<file path="config.mk">
export PLATFORM = sky130hd
export DESIGN_NAME = board_state_flat
export DESIGN_NICKNAME = d
export VERILOG_FILES = /design/src/rtl/board_pkg.sv /design/src/rtl/board_state_if.sv /design/src/rtl/board_state_cursor_ctrl.sv /design/src/rtl/board_state.sv /design/src/flat_wrapper.sv
export SDC_FILE = /design/constraint.sdc
export NUM_CORES = 1
export LEC_CHECK = 0
export BUFFER_PORTS_ARGS = -buffer_cell sky130_fd_sc_hd__buf_4
export CORE_ASPECT_RATIO = 0.7
export CORE_UTILIZATION = 30
export DETAILED_ROUTE_END_ITERATION = 8
export PLACE_DENSITY = 0.68
export SETUP_SLACK_MARGIN = 0.02
export SYNTH_ARGS = -nofsm -noshare
export SYNTH_HDL_FRONTEND = slang
export SYNTH_HIERARCHICAL = 1
export SYNTH_SLANG_ARGS = --single-unit
</file>
<file path="constraint.sdc">
create_clock -name clk -period 2.2 [get_ports clk]
set_clock_uncertainty 0.05 [all_clocks]
set_input_delay 0.22 -clock clk [delete_from_list [all_inputs] [get_ports clk]]
set_output_delay 0.22 -clock clk [all_outputs]
set_load 0.05 [all_outputs]
</file>
<file path="src/rtl/board_pkg.sv">
// board_pkg: shared definitions for the board_state slice.
// Holds the board geometry, the cell code type and values, the initial
// cursor position and the placement FSM state encoding.
package board_pkg;

  localparam int N      = 5;
  localparam int CELL_W = 8;

  typedef logic [CELL_W-1:0] cell_t;

  localparam cell_t CELL_EMPTY = 8'h00;
  localparam cell_t CELL_P1    = 8'h01;
  localparam cell_t CELL_P2    = 8'h02;

  localparam logic [2:0] CUR_INIT = 3'd2;

  typedef enum logic [1:0] {
    IDLE   = 2'd0,
    CHECK  = 2'd1,
    WRITE  = 2'd2,
    REJECT = 2'd3
  } place_st_t;

endpackage

</file>
<file path="src/rtl/board_state_if.sv">
// board_state_if: place-request handshake between a requester and board_state.
//   place_req : request to place the current player's code at the cursor
//   place_ack : one-cycle completion pulse
//   place_ok  : qualifies place_ack (1 = written, 0 = rejected)
// master = requester side, slave = board_state side.
interface board_state_if;

  logic place_req;
  logic place_ack;
  logic place_ok;

  modport master (output place_req, input place_ack, input place_ok);
  modport slave  (input place_req, output place_ack, output place_ok);

endinterface

</file>
<file path="src/rtl/board_state_cursor_ctrl.sv">
// cursor_ctrl: player cursor for the 5x5 board.
// Applies at most one move per cycle (up > down > left > right) and only
// while mv_en is high. clear returns the cursor to (CUR_INIT, CUR_INIT).
// Edge behaviour is selected by macro BOARD_CURSOR_WRAP_EN: defined = wrap
// around, undefined = saturate at the edges.
// Ports:
//   clk, rst               : clock, synchronous active-high reset
//   clear                  : return cursor to the centre
//   mv_en                  : moves are honoured only when high
//   mv_up/down/left/right  : one-cycle move pulses
//   cur_row, cur_col       : registered cursor position
module cursor_ctrl
  import board_pkg::*;
(
  input  logic       clk,
  input  logic       rst,
  input  logic       clear,
  input  logic       mv_en,
  input  logic       mv_up,
  input  logic       mv_down,
  input  logic       mv_left,
  input  logic       mv_right,
  output logic [2:0] cur_row,
  output logic [2:0] cur_col
);

  localparam logic [2:0] POS_MAX = 3'(N - 1);

  function automatic logic [2:0] step_dec(input logic [2:0] v);
`ifdef BOARD_CURSOR_WRAP_EN
    return (v == 3'd0) ? POS_MAX : v - 3'd1;
`else
    return (v == 3'd0) ? 3'd0 : v - 3'd1;
`endif
  endfunction

  function automatic logic [2:0] step_inc(input logic [2:0] v);
`ifdef BOARD_CURSOR_WRAP_EN
    return (v == POS_MAX) ? 3'd0 : v + 3'd1;
`else
    return (v == POS_MAX) ? POS_MAX : v + 3'd1;
`endif
  endfunction

  logic [2:0] row_q, row_d;
  logic [2:0] col_q, col_d;

  always_comb begin
    row_d = row_q;
    col_d = col_q;
    if (clear) begin
      row_d = CUR_INIT;
      col_d = CUR_INIT;
    end else if (mv_en) begin
      if (mv_up)         row_d = step_dec(row_q);
      else if (mv_down)  row_d = step_inc(row_q);
      else if (mv_left)  col_d = step_dec(col_q);
      else if (mv_right) col_d = step_inc(col_q);
    end
  end

  always_ff @(posedge clk) begin
    if (rst) begin
      row_q <= CUR_INIT;
      col_q <= CUR_INIT;
    end else begin
      row_q <= row_d;
      col_q <= col_d;
    end
  end

  assign cur_row = row_q;
  assign cur_col = col_q;

endmodule

</file>
<file path="src/rtl/board_state.sv">
// board_state: owner of the 5x5 game board feeding the flattening stage.
// Holds the cell codes, cursor, turn and occupancy count, and runs the
// place-request handshake that writes the current player's code into the
// cursor cell when it is empty.
// Optional macro BOARD_CURSOR_WRAP_EN selects wrap-around cursor moves
// (handled in cursor_ctrl); the default build saturates at the edges.
// Ports:
//   clk, rst              : clock, synchronous active-high reset
//   clear                 : empty board, cursor (2,2), turn 0, abort request
//   mv_up/down/left/right : debounced one-cycle cursor moves
//   bus (slave)           : place_req in, place_ack / place_ok out
//   matriz                : registered board, matriz[row][col]
//   cur_row, cur_col      : cursor position
//   turn                  : current player (0 = P1, 1 = P2)
//   occupied, board_full  : non-empty cell count and its ==25 flag
//
// state  | meaning
// IDLE   | accepts moves and place requests; latches target on request
// CHECK  | tests the latched cell; board update and ack registered here
// WRITE  | ack with ok=1 visible, board/turn/count already updated
// REJECT | ack with ok=0 visible, nothing changed
module board_state
  import board_pkg::*;
(
  input  logic                clk,
  input  logic                rst,
  input  logic                clear,
  input  logic                mv_up,
  input  logic                mv_down,
  input  logic                mv_left,
  input  logic                mv_right,
  board_state_if.slave        bus,
  output cell_t               matriz [0:N-1][0:N-1],
  output logic [2:0]          cur_row,
  output logic [2:0]          cur_col,
  output logic                turn,
  output logic [4:0]          occupied,
  output logic                board_full
);

  place_st_t  state_q, state_d;

  cell_t      board_q [0:N-1][0:N-1];
  cell_t      board_d [0:N-1][0:N-1];
  logic [2:0] tgt_row_q, tgt_row_d;
  logic [2:0] tgt_col_q, tgt_col_d;
  cell_t      player_q, player_d;
  logic       turn_q, turn_d;
  logic [4:0] occ_q, occ_d;
  logic       full_q, full_d;
  logic       ack_q, ack_d;
  logic       ok_q, ok_d;

  logic       latch_en;
  logic       wr_en;
  logic       tgt_empty;

  cursor_ctrl u_cursor (
    .clk      (clk),
    .rst      (rst),
    .clear    (clear),
    .mv_en    (state_q == IDLE),
    .mv_up    (mv_up),
    .mv_down  (mv_down),
    .mv_left  (mv_left),
    .mv_right (mv_right),
    .cur_row  (cur_row),
    .cur_col  (cur_col)
  );

  assign tgt_empty = (board_q[tgt_row_q][tgt_col_q] == CELL_EMPTY);

  // FSM state register
  always_ff @(posedge clk) begin
    if (rst) state_q <= IDLE;
    else     state_q <= state_d;
  end

  // FSM next state
  always_comb begin
    state_d = state_q;
    if (clear) begin
      state_d = IDLE;
    end else begin
      case (state_q)
        IDLE:          if (bus.place_req) state_d = CHECK;
        CHECK:         state_d = tgt_empty ? WRITE : REJECT;
        WRITE, REJECT: state_d = IDLE;
        default:       state_d = IDLE;
      endcase
    end
  end

  // FSM outputs. The ack/ok flops and the board update are loaded on the
  // CHECK exit edge so that they are visible throughout WRITE/REJECT.
  always_comb begin
    latch_en = 1'b0;
    wr_en    = 1'b0;
    ack_d    = 1'b0;
    ok_d     = 1'b0;
    if (!clear) begin
      case (state_q)
        IDLE:  latch_en = bus.place_req;
        CHECK: begin
          ack_d = 1'b1;
          ok_d  = tgt_empty;
          wr_en = tgt_empty;
        end
        default: ;
      endcase
    end
  end

  // Datapath: target latch, board, turn and occupancy.
  always_comb begin
    tgt_row_d = tgt_row_q;
    tgt_col_d = tgt_col_q;
    player_d  = player_q;
    board_d   = board_q;
    turn_d    = turn_q;
    occ_d     = occ_q;
    if (latch_en) begin
      // cursor outputs still hold the pre-move position this cycle
      tgt_row_d = cur_row;
      tgt_col_d = cur_col;
      player_d  = turn_q ? CELL_P2 : CELL_P1;
    end
    if (clear) begin
      board_d = '{default: CELL_EMPTY};
      turn_d  = 1'b0;
      occ_d   = 5'd0;
    end else if (wr_en) begin
      board_d[tgt_row_q][tgt_col_q] = player_q;
      turn_d = ~turn_q;
      occ_d  = occ_q + 5'd1;
    end
    full_d = (occ_d == 5'(N * N));
  end

  always_ff @(posedge clk) begin
    if (rst) begin
      board_q   <= '{default: CELL_EMPTY};
      tgt_row_q <= CUR_INIT;
      tgt_col_q <= CUR_INIT;
      player_q  <= CELL_P1;
      turn_q    <= 1'b0;
      occ_q     <= 5'd0;
      full_q    <= 1'b0;
      ack_q     <= 1'b0;
      ok_q      <= 1'b0;
    end else begin
      board_q   <= board_d;
      tgt_row_q <= tgt_row_d;
      tgt_col_q <= tgt_col_d;
      player_q  <= player_d;
      turn_q    <= turn_d;
      occ_q     <= occ_d;
      full_q    <= full_d;
      ack_q     <= ack_d;
      ok_q      <= ok_d;
    end
  end

  assign matriz        = board_q;
  assign turn          = turn_q;
  assign occupied      = occ_q;
  assign board_full    = full_q;
  assign bus.place_ack = ack_q;
  assign bus.place_ok  = ok_q;

endmodule

</file>
<file path="src/flat_wrapper.sv">
// flat-port wrapper written by rule: the top's interface ports become plain ports
module board_state_flat import board_pkg::*;
  (clk, rst, clear, mv_up, mv_down, mv_left, mv_right, matriz, cur_row, cur_col, turn, occupied, board_full, bus_place_req, bus_place_ack, bus_place_ok);
  board_state_if bus_i ();
  input  logic clk;
  input  logic rst;
  input  logic clear;
  input  logic mv_up;
  input  logic mv_down;
  input  logic mv_left;
  input  logic mv_right;
  output cell_t matriz[0:N-1][0:N-1];
  output logic [2:0] cur_row;
  output logic [2:0] cur_col;
  output logic turn;
  output logic [4:0] occupied;
  output logic board_full;
  input wire logic [$bits(bus_i.place_req)-1:0] bus_place_req;
  output wire logic [$bits(bus_i.place_ack)-1:0] bus_place_ack;
  output wire logic [$bits(bus_i.place_ok)-1:0] bus_place_ok;
  assign bus_i.place_req = bus_place_req;
  assign bus_place_ack = bus_i.place_ack;
  assign bus_place_ok = bus_i.place_ok;
  board_state u_core (.clk(clk), .rst(rst), .clear(clear), .mv_up(mv_up), .mv_down(mv_down), .mv_left(mv_left), .mv_right(mv_right), .bus(bus_i), .matriz(matriz), .cur_row(cur_row), .cur_col(cur_col), .turn(turn), .occupied(occupied), .board_full(board_full));
endmodule
</file>
==> results summary <==
The run finished, with violations left. The final reports fail on negative setup slack. The final max-slew violation count came out at 0. The first-pass GRT wire length came out at 16300 um. The worst IR drop on VDD is 0.000327 V. The worst register-to-register path has a setup slack of -0.02 ns. After routing, the total negative slack on setup checks comes to -0.0563 ns. The power density normalized to cell area came out at 661 mW/mm^2.

The signal arrival time at the worst endpoint came out at 2.43 ns. Of the total power, the share spent switching nets is 0.350. The sink count of the clock tree came out at 75.

The relative contribution of the clock network to total power came out at 0.403. The number of top-level pins came out at 223. At the pin with the least slew margin, the transition time is 0.516 ns. For this block, the via count after detailed routing is 3497. The area enclosed by the die boundary came out at 0.0150 sq mm. The worst setup timing slack at the placement stage came out at -0.108 ns. The first-pass iteration count of the detailed router is 4.

The net load switching power came out at 1.27 mW. The sum of overflow across all layers after global routing is 0. The tool flagged a number of max-cap violations equal to 0. The async set-reset flop share out of synthesis is 0. The iteration-0 DRC count of the detailed router is 196. The count of antenna-violating nets left after detailed routing is 0.

For this run, the top clock speed supported by timing is 450 MHz. Setup repair after global routing could not meet its margin everywhere. The setup-violating endpoint count in the final report is 3. STA classifies the critical path endpoint as a flop. The worst relative slew slack came out at 0.652. The post-synthesis cell type count came out at 53. The number of instances in the synthesized netlist came out at 533.

The overall die width came out at 146 um. The maximum number of pins on one net before global-route repair came out at 45. The clock tree synthesis step divided the H-tree into 3 levels. In the routed design, unresolved DRC markers number 0. The die extent in y is 103 um.

The critical path in this run is classified as reg2reg. At the end of routability-driven placement, the weighted congestion stood at 0.893. The number of filler instances in the final layout is 1455. The number of buffers inserted during clock tree synthesis is 9.

The number of buffers between clock root and the deepest sink came out at 2. STA classifies the critical path startpoint as a flop. The worst flop-to-flop path endpoint is u_core/matriz[72]. The total wire length came out at 11600 um. The core region area is 0.0141 sq mm. The post-detailed-route wirelength per cell came out at 13.8 um.

The antenna cell count is 0. The fraction of the core area covered by cells at the end of the flow is 0.391. The standard-cell row count came out at 36.

In the finished design, the share of the clock period the worst path needs comes to 1.01. Counting instances, the worst hold path has a depth of 2. Input and output buffers added on the ports amount to 72. After clock tree synthesis, the clock-pin slew on the worst setup and hold paths is 0.06 ns. The initial utilization of the core area, before any placement, comes to 0.310. The finished layout holds 838 standard cells, fillers aside.

TritonCTS built the clock tree. The worst hold path begins at rst. The internal power of the cells came out at 2.36 mW. The post-synthesis sequential element count came out at 75. The post-route minimum period came out at 2.22 ns. The area added between synthesis and finish is 25.8%. The worst register-to-register path begins at u_core/tgt_row_q[1]. The synthesized area is 0.00436 sq mm. The detailed placement HPWL is 8480 um. In the final layout, the share of cells above drive strength 1 is 0.327.

In this run the worst path has a maximum fanout of 6. The worst-case hold slack is 0.0962 ns. The average footprint of a synthesized cell is 8.19 sq um. The top cell types in the final layout, fill and taps aside, are conb_1 (150), buf_4 (96), dfxtp_1 (66).

Leaving out fill and tap cells, the most frequent cell in the layout is conb_1. The type of the most critical hold path is in2reg. The worst hold path terminates at u_core/tgt_row_q[2]. Data on the critical path is required at its endpoint by 2.41 ns. The number of hold violations in the final report came out at 0. For the worst-skew pair, the clock arrives at the later sink with an insertion delay of 0.34 ns. The leakage power total came out at 2.47 nW. The dominant synthesized flop cell is dfxtp_1.

The net count of the finished layout is 662. Hold repair after CTS inserted 0 buffers. After detailed routing, the number of vias per cell comes to 4.17. The relative contribution of combinational cells to total power came out at 0.217. The via count of the first global-routing pass is 2912.

The number of placed instances, taps included, is 812. The root buffer cell is clkbuf_16. Of the total power, registers draw 0.380. In this run, synthesis inferred 0 flip-flops with an integrated enable.

The total track usage is 0.142. Across all setup checks in the final design, the least slack found is -0.0206 ns. For this run, the register share of the synthesized area comes to 0.344. The initial antenna violation count is 0. Counting cells, the worst reg-to-reg path comes to 11. For this run, the number of Yosys warnings is 6.
## sequential cells by signal, summed over array words and instances, names as in the netlist
name                     count
u_core/matriz               50
u_core/u_cursor/cur_row      3
u_core/state_q               2
u_core/tgt_col_q             3
u_core/board_full            1
u_core/tgt_row_q             3
u_core/bus.place_ack         1
u_core/u_cursor/cur_col      3
u_core/turn                  1
u_core/bus.place_ok          1
u_core/player_q              2
u_core/occupied              5
## per-layer routing
layer,up-vias,wire [um],global-route usage
li1,1705,-,-
met5,-,0,0
met3,12,979,0.0504
met4,0,115,0.0288
met1,1638,5580,0.215
met2,142,4880,0.187
## cell families after synthesis
kind of cell	Yosys count	synth area share
compound gates	90	0.130
xor+xnor	5	0.0100
fa+ha+maj	11	0.0315
buf+inv	177	0.284
flops	75	0.344
mux	10	0.0241
other cells	1	0.000860
simple gates	164	0.176
## Yosys cell counts (2+ instances only)
cell type | number | share of area
buf_4 | 150 | 0.26
dfxtp_1 | 75 | 0.34
nand2_1 | 64 | 0.055
o21ai_0 | 56 | 0.064
nor2_1 | 43 | 0.037
inv_1 | 16 | 0.014
nor3_1 | 13 | 0.015
ha_1 | 11 | 0.032
nand3_1 | 11 | 0.013
clkbuf_1 | 8 | 0.0069
o22ai_1 | 8 | 0.011
mux2i_1 | 6 | 0.014
and2_1 | 4 | 0.0057
mux2_2 | 4 | 0.010
nor2b_1 | 4 | 0.0057
o21ai_1 | 4 | 0.0046
xnor2_1 | 4 | 0.0080
nand2b_1 | 3 | 0.0043
or2_2 | 3 | 0.0043
or3_1 | 3 | 0.0043
a211oi_2 | 2 | 0.0057
a21oi_1 | 2 | 0.0023
a22oi_1 | 2 | 0.0034
a32oi_1 | 2 | 0.0040
buf_2 | 2 | 0.0023
nor3b_1 | 2 | 0.0034
nor4_1 | 2 | 0.0029
o211ai_1 | 2 | 0.0034
o31ai_1 | 2 | 0.0034
or3b_4 | 2 | 0.0052
## worst max-delay path, cell delays in order (launching register included)
cell and delay [ns]:
dfxtp_4 0.37, buf_6 0.12, nor3b_4 0.18, o32ai_2 0.10
a211oi_2 0.31, o41ai_4 0.13, buf_4 0.16, nor3_4 0.17
buf_6 0.17, nand3_4 0.10, buf_6 0.18, o21ai_2 0.12
## worst max path at each step
stage                        startpoint                  to  slack, ns
global route        u_core/tgt_row_q[2]   u_core/board_full      -0.15
global placement    u_core/tgt_row_q[2]   u_core/board_full      -0.01
floorplan           u_core/tgt_row_q[1]   u_core/board_full       0.06
detailed placement  u_core/tgt_row_q[1]   u_core/board_full      -0.11
CTS                 u_core/tgt_row_q[1]  u_core/occupied[3]      -0.06
finish              u_core/tgt_row_q[1]   u_core/matriz[72]      -0.02
## what timing repair did
item / 4_1_cts / 5_1_grt
gates resized for setup: 76 / 63
setup endpoints to repair: 54 / 57
gates cloned: 1 / 3
buffers inserted: 2 / 5
pin swaps: 39 / 19
## layout make-up
| class | instances | area [sq um] | area share |
|---|---|---|---|
| multi-input combinational | 430 | 2480 | 0.453 |
| clock buffer | 11 | 243 | 0.0442 |
| tap | 190 | 238 | 0.0433 |
| clock inverter | 5 | 52.6 | 0.00957 |
| sequential | 75 | 1520 | 0.277 |
| timing repair buffer | 111 | 892 | 0.162 |
| inverter | 16 | 60.1 | 0.0109 |
## power by group through the flow
stage | Combinational, mW | Sequential, mW | Clock (mW)
finish | 0.786 | 1.38 | 1.46
global placement | 0.752 | 1.41 | 0
global route | 0.825 | 1.38 | 1.54
detailed placement | 0.753 | 1.41 | 0
floorplan | 0.867 | 1.43 | 0
CTS | 0.767 | 1.38 | 1.47
## stage by stage
stage | instance area [sq um] | total power, mW
finish | 5490 | 3.63
floorplan | 4930 | 2.30
detailed placement | 4770 | 2.16
global placement | 4770 | 2.16
CTS | 5220 | 3.62
global route | 5490 | 3.75
No activity file was read; power rests on OpenSTA's default activity.
